===== config.mk =====
export PLATFORM = sky130hd
export DESIGN_NAME = bus_source_encoder_flat
export DESIGN_NICKNAME = d
export VERILOG_FILES = /design/src/rtl/bus_source_encoder_if.sv /design/src/rtl/bus_source_encoder.sv /design/src/flat_wrapper.sv
export SDC_FILE = /design/constraint.sdc
export NUM_CORES = 1
export LEC_CHECK = 0
export BUFFER_PORTS_ARGS = -buffer_cell sky130_fd_sc_hd__buf_2
export CAP_MARGIN = 0
export CORE_MARGIN = 5
export CORE_UTILIZATION = 45
export DETAILED_ROUTE_END_ITERATION = 8
export PLACE_DENSITY = 0.73
export SKIP_CTS_REPAIR_TIMING = 1
export SKIP_LAST_GASP = 1
export SYNTH_ARGS = -nofsm -noshare
export SYNTH_HDL_FRONTEND = slang
export SYNTH_SLANG_ARGS = --single-unit
export TNS_END_PERCENT = 1

===== constraint.sdc =====
create_clock -name clk -period 2.8 [get_ports clk]
set_input_delay 0.14 -clock clk [delete_from_list [all_inputs] [get_ports clk]]
set_output_delay 0.14 -clock clk [all_outputs]
set_load 0.01 [all_outputs]

===== src/rtl/bus_source_encoder_if.sv =====
// bus_source_encoder_if: request/select bundle between control logic and the bus source encoder.
// sel_onehot exists only when BUS_ENC_ONEHOT_OUT_EN is defined.
interface bus_source_encoder_if #(
  parameter int NUM_SRC = 32,
  parameter int SEL_W = 5,
  parameter int CNT_W = 8
);
  logic [NUM_SRC-1:0] out_req;
  logic err_clr;
  logic [SEL_W-1:0] sel;
  logic sel_valid;
  logic conflict;
  logic conflict_sticky;
  logic [CNT_W-1:0] conflict_count;
  logic fault;
`ifdef BUS_ENC_ONEHOT_OUT_EN
  logic [NUM_SRC-1:0] sel_onehot;
`endif
  modport master (
    output out_req, err_clr,
    input sel, sel_valid, conflict, conflict_sticky, conflict_count, fault
`ifdef BUS_ENC_ONEHOT_OUT_EN
    , sel_onehot
`endif
  );
  modport slave (
    input out_req, err_clr,
    output sel, sel_valid, conflict, conflict_sticky, conflict_count, fault
`ifdef BUS_ENC_ONEHOT_OUT_EN
    , sel_onehot
`endif
  );
endinterface


===== src/rtl/bus_source_encoder.sv =====
// bus_source_encoder: one-hot out strobes to registered 32:1 bus select, with conflict tracking and fault lockout.
// Define BUS_ENC_ONEHOT_OUT_EN to add the registered sel_onehot output.
module bus_source_encoder #(
  parameter int NUM_SRC = 32,
  parameter int SEL_W = 5,
  parameter int CNT_W = 8,
  parameter int FAULT_LIMIT = 4
) (
  input logic clk,
  input logic clr,
  bus_source_encoder_if.slave bus
);
  typedef enum logic [1:0] {IDLE, DRIVE, CONFL, FAULT} state_t;
  state_t state, state_d, eff;
  logic any, multi, hit, valid_d, conf_d, sticky_d;
  logic [SEL_W-1:0] low, sel_d;
  logic [CNT_W-1:0] cnt_base, cnt_d;
  logic [3:0] run, run_base, run_inc, run_d;
  always_comb begin
    low = '0;
    for (int i = NUM_SRC - 1; i >= 0; i--) if (bus.out_req[i]) low = SEL_W'(i);
  end
  assign any = |bus.out_req;
  assign multi = |(bus.out_req & (bus.out_req - NUM_SRC'(1)));
  // err_clr takes effect before this cycle's request is classified
  assign eff = (state == FAULT && bus.err_clr) ? IDLE : state;
  assign cnt_base = bus.err_clr ? '0 : bus.conflict_count;
  assign run_base = bus.err_clr ? 4'd0 : run;
  assign run_inc = run_base + 4'd1;
  always_comb begin
    state_d = eff == FAULT ? FAULT :
              !any ? IDLE :
              !multi ? DRIVE :
              run_inc == 4'(FAULT_LIMIT) ? FAULT : CONFL;
  end
  always_comb begin
    hit = eff != FAULT && multi;
    sel_d = (eff != FAULT && any) ? low : bus.sel;
    valid_d = any && state_d != FAULT;
    conf_d = hit;
    sticky_d = (bus.conflict_sticky && !bus.err_clr) || hit;
    cnt_d = !multi ? cnt_base : (&cnt_base) ? cnt_base : cnt_base + CNT_W'(1);
    run_d = hit ? run_inc : 4'd0;
  end
  always_ff @(posedge clk) begin
    if (clr) begin
      state <= IDLE;
      run <= '0;
      bus.sel <= '0;
      bus.sel_valid <= 1'b0;
      bus.conflict <= 1'b0;
      bus.conflict_sticky <= 1'b0;
      bus.conflict_count <= '0;
    end else begin
      state <= state_d;
      run <= run_d;
      bus.sel <= sel_d;
      bus.sel_valid <= valid_d;
      bus.conflict <= conf_d;
      bus.conflict_sticky <= sticky_d;
      bus.conflict_count <= cnt_d;
    end
  end
  assign bus.fault = state == FAULT;
`ifdef BUS_ENC_ONEHOT_OUT_EN
  always_ff @(posedge clk) bus.sel_onehot <= (clr || !valid_d) ? '0 : NUM_SRC'(1) << sel_d;
`endif
endmodule


===== src/flat_wrapper.sv =====
// flat-port wrapper written by rule: the top's interface ports become plain ports
module bus_source_encoder_flat 
#(
  parameter int NUM_SRC = 32,
  parameter int SEL_W = 5,
  parameter int CNT_W = 8,
  parameter int FAULT_LIMIT = 4
)
  (clk, clr, bus_out_req, bus_err_clr, bus_sel, bus_sel_valid, bus_conflict, bus_conflict_sticky, bus_conflict_count, bus_fault);
  bus_source_encoder_if #(.NUM_SRC(NUM_SRC), .SEL_W(SEL_W), .CNT_W(CNT_W)) bus_i ();
  input logic clk;
  input logic clr;
  input wire logic [$bits(bus_i.out_req)-1:0] bus_out_req;
  input wire logic [$bits(bus_i.err_clr)-1:0] bus_err_clr;
  output wire logic [$bits(bus_i.sel)-1:0] bus_sel;
  output wire logic [$bits(bus_i.sel_valid)-1:0] bus_sel_valid;
  output wire logic [$bits(bus_i.conflict)-1:0] bus_conflict;
  output wire logic [$bits(bus_i.conflict_sticky)-1:0] bus_conflict_sticky;
  output wire logic [$bits(bus_i.conflict_count)-1:0] bus_conflict_count;
  output wire logic [$bits(bus_i.fault)-1:0] bus_fault;
  assign bus_i.out_req = bus_out_req;
  assign bus_i.err_clr = bus_err_clr;
  assign bus_sel = bus_i.sel;
  assign bus_sel_valid = bus_i.sel_valid;
  assign bus_conflict = bus_i.conflict;
  assign bus_conflict_sticky = bus_i.conflict_sticky;
  assign bus_conflict_count = bus_i.conflict_count;
  assign bus_fault = bus_i.fault;
  bus_source_encoder #(.NUM_SRC(NUM_SRC), .SEL_W(SEL_W), .CNT_W(CNT_W), .FAULT_LIMIT(FAULT_LIMIT)) u_core (.clk(clk), .clr(clr), .bus(bus_i));
endmodule

==> out/summary.json <==
{
  "yosys-top-cells-area": "sky130_fd_sc_hd__dfxtp_1 (26%), sky130_fd_sc_hd__a21oi_1 (6.5%), sky130_fd_sc_hd__nor2_1 (5.1%)",
  "ys_async_sr_fraction": 0,
  "fill_cells": 357,
  "ys_seq_elements": 22,
  "detailedRoute.firstPassIterationCount": 4,
  "globalRouteOverflowTotal": 0,
  "cts.htree.levels": 1,
  "grt_pass1_wl_mm": 7.67,
  "synth.top_cells.by_count": "sky130_fd_sc_hd__nor2_1 (23), sky130_fd_sc_hd__a21oi_1 (22), sky130_fd_sc_hd__dfxtp_1 (22), sky130_fd_sc_hd__nand2_1 (20), sky130_fd_sc_hd__inv_1 (12)",
  "number_of_hold_violations_in_the_final_report": 0,
  "cts_sinks": 22,
  "die_x_um": 71.2,
  "synth_top_cell_area_share": 0.261,
  "initial_utilization": 0.464,
  "cellPowerDensity_nw_per_um2": 367,
  "switching_share": 0.253,
  "gp_routability_congestion": 0.899,
  "synthesis.area_um2": 1690,
  "timing.critical_path.fanout_max": 9,
  "yosysSeqAreaShare": 0.261,
  "clock-root-buffer": "sky130_fd_sc_hd__clkbuf_8",
  "via_count_of_the_first_global_routing_pass": 1703,
  "synthesis.instances": 218,
  "clk_pin_slew_ps": 80,
  "max-clock-path-buffers": 2,
  "dr.first_iter.drc_count": 158,
  "setup.worst_path.start": "bus_out_req[3]",
  "grt_antenna_before_repair": 0,
  "insertion_delay_ps": 270,
  "groute.usage.overall": 0.177,
  "met2_usage": 0.289,
  "detailedPlacementHpwl_mm": 3.55,
  "multi_input_comb_area_um2": 1170,
  "cp_data_arrival_time_ps": 2420,
  "design.final.nets": 310,
  "report.final.setup_viol": 0,
  "synth_top_area_cell": "sky130_fd_sc_hd__dfxtp_1",
  "synth_enable_flop_cells": 0,
  "start_kind": "primary input",
  "wirelength_mm": 4.48,
  "stdcell_area_um2": 2080,
  "grt-busiest-layer": "met2",
  "die-area_um2": 5070,
  "slew_headroom": 0.664,
  "final_layout_size_suffix_gt1_frac": 0.265,
  "route.detailed.vias_per_inst": 5.88,
  "core-area_um2": 3630,
  "gr-usage-met1": 0.235,
  "power.ir.vdd_worst_uv": 409,
  "antennaDiodeCount": 0,
  "synth_ff_type": "sky130_fd_sc_hd__dfxtp_1",
  "hold_class": "in2reg",
  "area.growth.synth_to_final_pct": 23.1,
  "cp-end-kind": "register",
  "ff_latch_area_um2": 440,
  "grt_start_max_net_pins": 19,
  "number_of_buffers_inserted_during_clock_tree_synthesis": 3,
  "p_clk_frac": 0.382,
  "yosys_warnings": 0,
  "logic_gate_share_of_total_power": 0.189,
  "finalCriticalPeriod_ps": 2260,
  "report.final.slew_viol_count": 0,
  "cts_tree": "built",
  "synth.most_common_cell": "sky130_fd_sc_hd__nor2_1",
  "power_switching_w": 0.000193,
  "fmax_mhz": 443,
  "row_count": 22,
  "syn_nets": 255,
  "seq_power_share": 0.429,
  "wl_per_cell_um": 14.0,
  "synth_cell_types": 50,
  "placement.cell_area_um2": 2010,
  "dr_total_vias": 1880,
  "maxCapViolations": 0,
  "worst_slew_pin_slew_ps": 500,
  "final.period_utilization": 0.806,
  "avgSynthCellArea_um2": 7.74,
  "io_buffer_count": 51,
  "setup_repair_after_global_routing_missed_its_margin": "false",
  "grtUsageMet3": 0.0224,
  "internal_power_component_w": 0.000569,
  "criticalPathCategory": "in2reg",
  "holdCritStartpoint": "bus_out_req[3]",
  "run_status": "complete, no violations",
  "worst_ep_required_time_ps": 2970,
  "timing.clock.skew_ps": 7.40,
  "route.detailed.drc": 0,
  "total_leakage_power_nw": 0.881,
  "floorplan.die.height_um": 71.2,
  "ioPinCount": 52,
  "final.setup.tns_ps": 0,
  "r2r-start": "u_core.bus.conflict_count[1]$_SDFF_PP0_",
  "detail-route-antenna-nets": 0
}
[layout by cell type (no fill, tap or decap), types with 3 or more instances in the layout]
cell / n
sky130_fd_sc_hd__nor4_1: 8
sky130_fd_sc_hd__o2111ai_1: 4
sky130_fd_sc_hd__clkbuf_8: 3
sky130_fd_sc_hd__nor3_1: 8
sky130_fd_sc_hd__nand4_1: 6
sky130_fd_sc_hd__nand2_1: 20
sky130_fd_sc_hd__or2_2: 3
sky130_fd_sc_hd__o22ai_1: 3
sky130_fd_sc_hd__nor4_4: 3
sky130_fd_sc_hd__mux2i_1: 4
sky130_fd_sc_hd__o41ai_1: 5
sky130_fd_sc_hd__inv_1: 12
sky130_fd_sc_hd__nor2_1: 23
sky130_fd_sc_hd__dfxtp_1: 22
sky130_fd_sc_hd__buf_2: 51
sky130_fd_sc_hd__o21ai_0: 8
sky130_fd_sc_hd__or3_1: 5
sky130_fd_sc_hd__nor2b_1: 7
sky130_fd_sc_hd__nand3_1: 5
sky130_fd_sc_hd__o31ai_1: 4
sky130_fd_sc_hd__o21a_1: 4
sky130_fd_sc_hd__and3_1: 3
sky130_fd_sc_hd__a21oi_1: 22
sky130_fd_sc_hd__o31a_1: 4
sky130_fd_sc_hd__buf_4: 4
[power by group through the flow]
stage	logic [W]	clock network (W)	registers [W]
detailed placement	0.000143	0	0.000334
global placement	0.000142	0	0.000334
finish	0.000144	0.000291	0.000327
floorplan	0.0000683	0	0.000336
global route	0.000160	0.000309	0.000327
CTS	0.000144	0.000298	0.000326
[worst paths after layout]
kind / end / slack [ps] / cells past startpoint
hold reg to reg: u_core.bus.sel[0]$_SDFFE_PP0P_ / 460 / 2
setup reg to reg: u_core.bus.conflict_count[2]$_SDFF_PP0_ / 960 / 6
hold / removal: u_core.bus.sel[1]$_SDFFE_PP0P_ / 200 / 3
setup / recovery: u_core.bus.conflict_count[2]$_SDFF_PP0_ / 540 / 9
[kinds of logic (layout without fill, tap and decap cells)]
kind of cell / Yosys count / count (layout) / share of synthesized area
AO/OA/AOI/OAI: 65 / 65 / 0.274
XOR/XNOR: 2 / 2 / 0.0104
adder cells (fa/ha/maj): 4 / 4 / 0.0267
buffers and inverters: 17 / 71 / 0.0423
flip-flops: 22 / 22 / 0.261
multiplexers: 4 / 4 / 0.0237
AND/OR/NAND/NOR: 104 / 104 / 0.362
[metrics by stage]
stage / util / worst slack [ps] / std cells / hold WS, ps / power (W)
global route: 0.572 / 298 / 320 / 207 / 0.000797
CTS: 0.572 / 540 / 320 / 195 / 0.000768
finish: 0.572 / 543 / 320 / 197 / 0.000762
global placement: 0.552 / 338 / 316 / 448 / 0.000475
detailed placement: 0.552 / 261 / 316 / 454 / 0.000476
floorplan: - / 536 / 218 / 262 / 0.000404
[routing by layer]
| metal | wire length (um) | part of all wire |
|---|---|---|
| met1 | 2040 | 0.45 |
| met2 | 2090 | 0.47 |
| met3 | 271 | 0.061 |
| met4 | 80 | 0.018 |
| met5 | 0 | 0 |
[final cells by class]
class                   instances  share of cell area
clock inverters                 1              0.0145
multi-input cells             179               0.566
well taps                      48              0.0289
inverters                      12              0.0217
flip-flops and latches         22               0.212
clock buffers                   3              0.0199
repair buffers                 55               0.137
[flip-flops by register name, indices dropped and copies added (netlist names)]
| register | flops |
|---|---|
| u_core.bus.conflict | 1 |
| u_core.bus.conflict_count | 8 |
| u_core.bus.conflict_sticky | 1 |
| u_core.bus.sel | 5 |
| u_core.bus.sel_valid | 1 |
| u_core.run | 4 |
| u_core.state | 2 |
[worst max-delay path: stages]
cell	delay, ps
sky130_fd_sc_hd__buf_2	140
sky130_fd_sc_hd__nor4_4	460
sky130_fd_sc_hd__nand4_4	230
sky130_fd_sc_hd__o32ai_1	340
sky130_fd_sc_hd__o2111ai_1	210
sky130_fd_sc_hd__nor4_4	410
sky130_fd_sc_hd__a41oi_4	120
sky130_fd_sc_hd__and3_1	210
sky130_fd_sc_hd__o21a_1	160
Note: power is estimated with default switching activity, not from simulation.
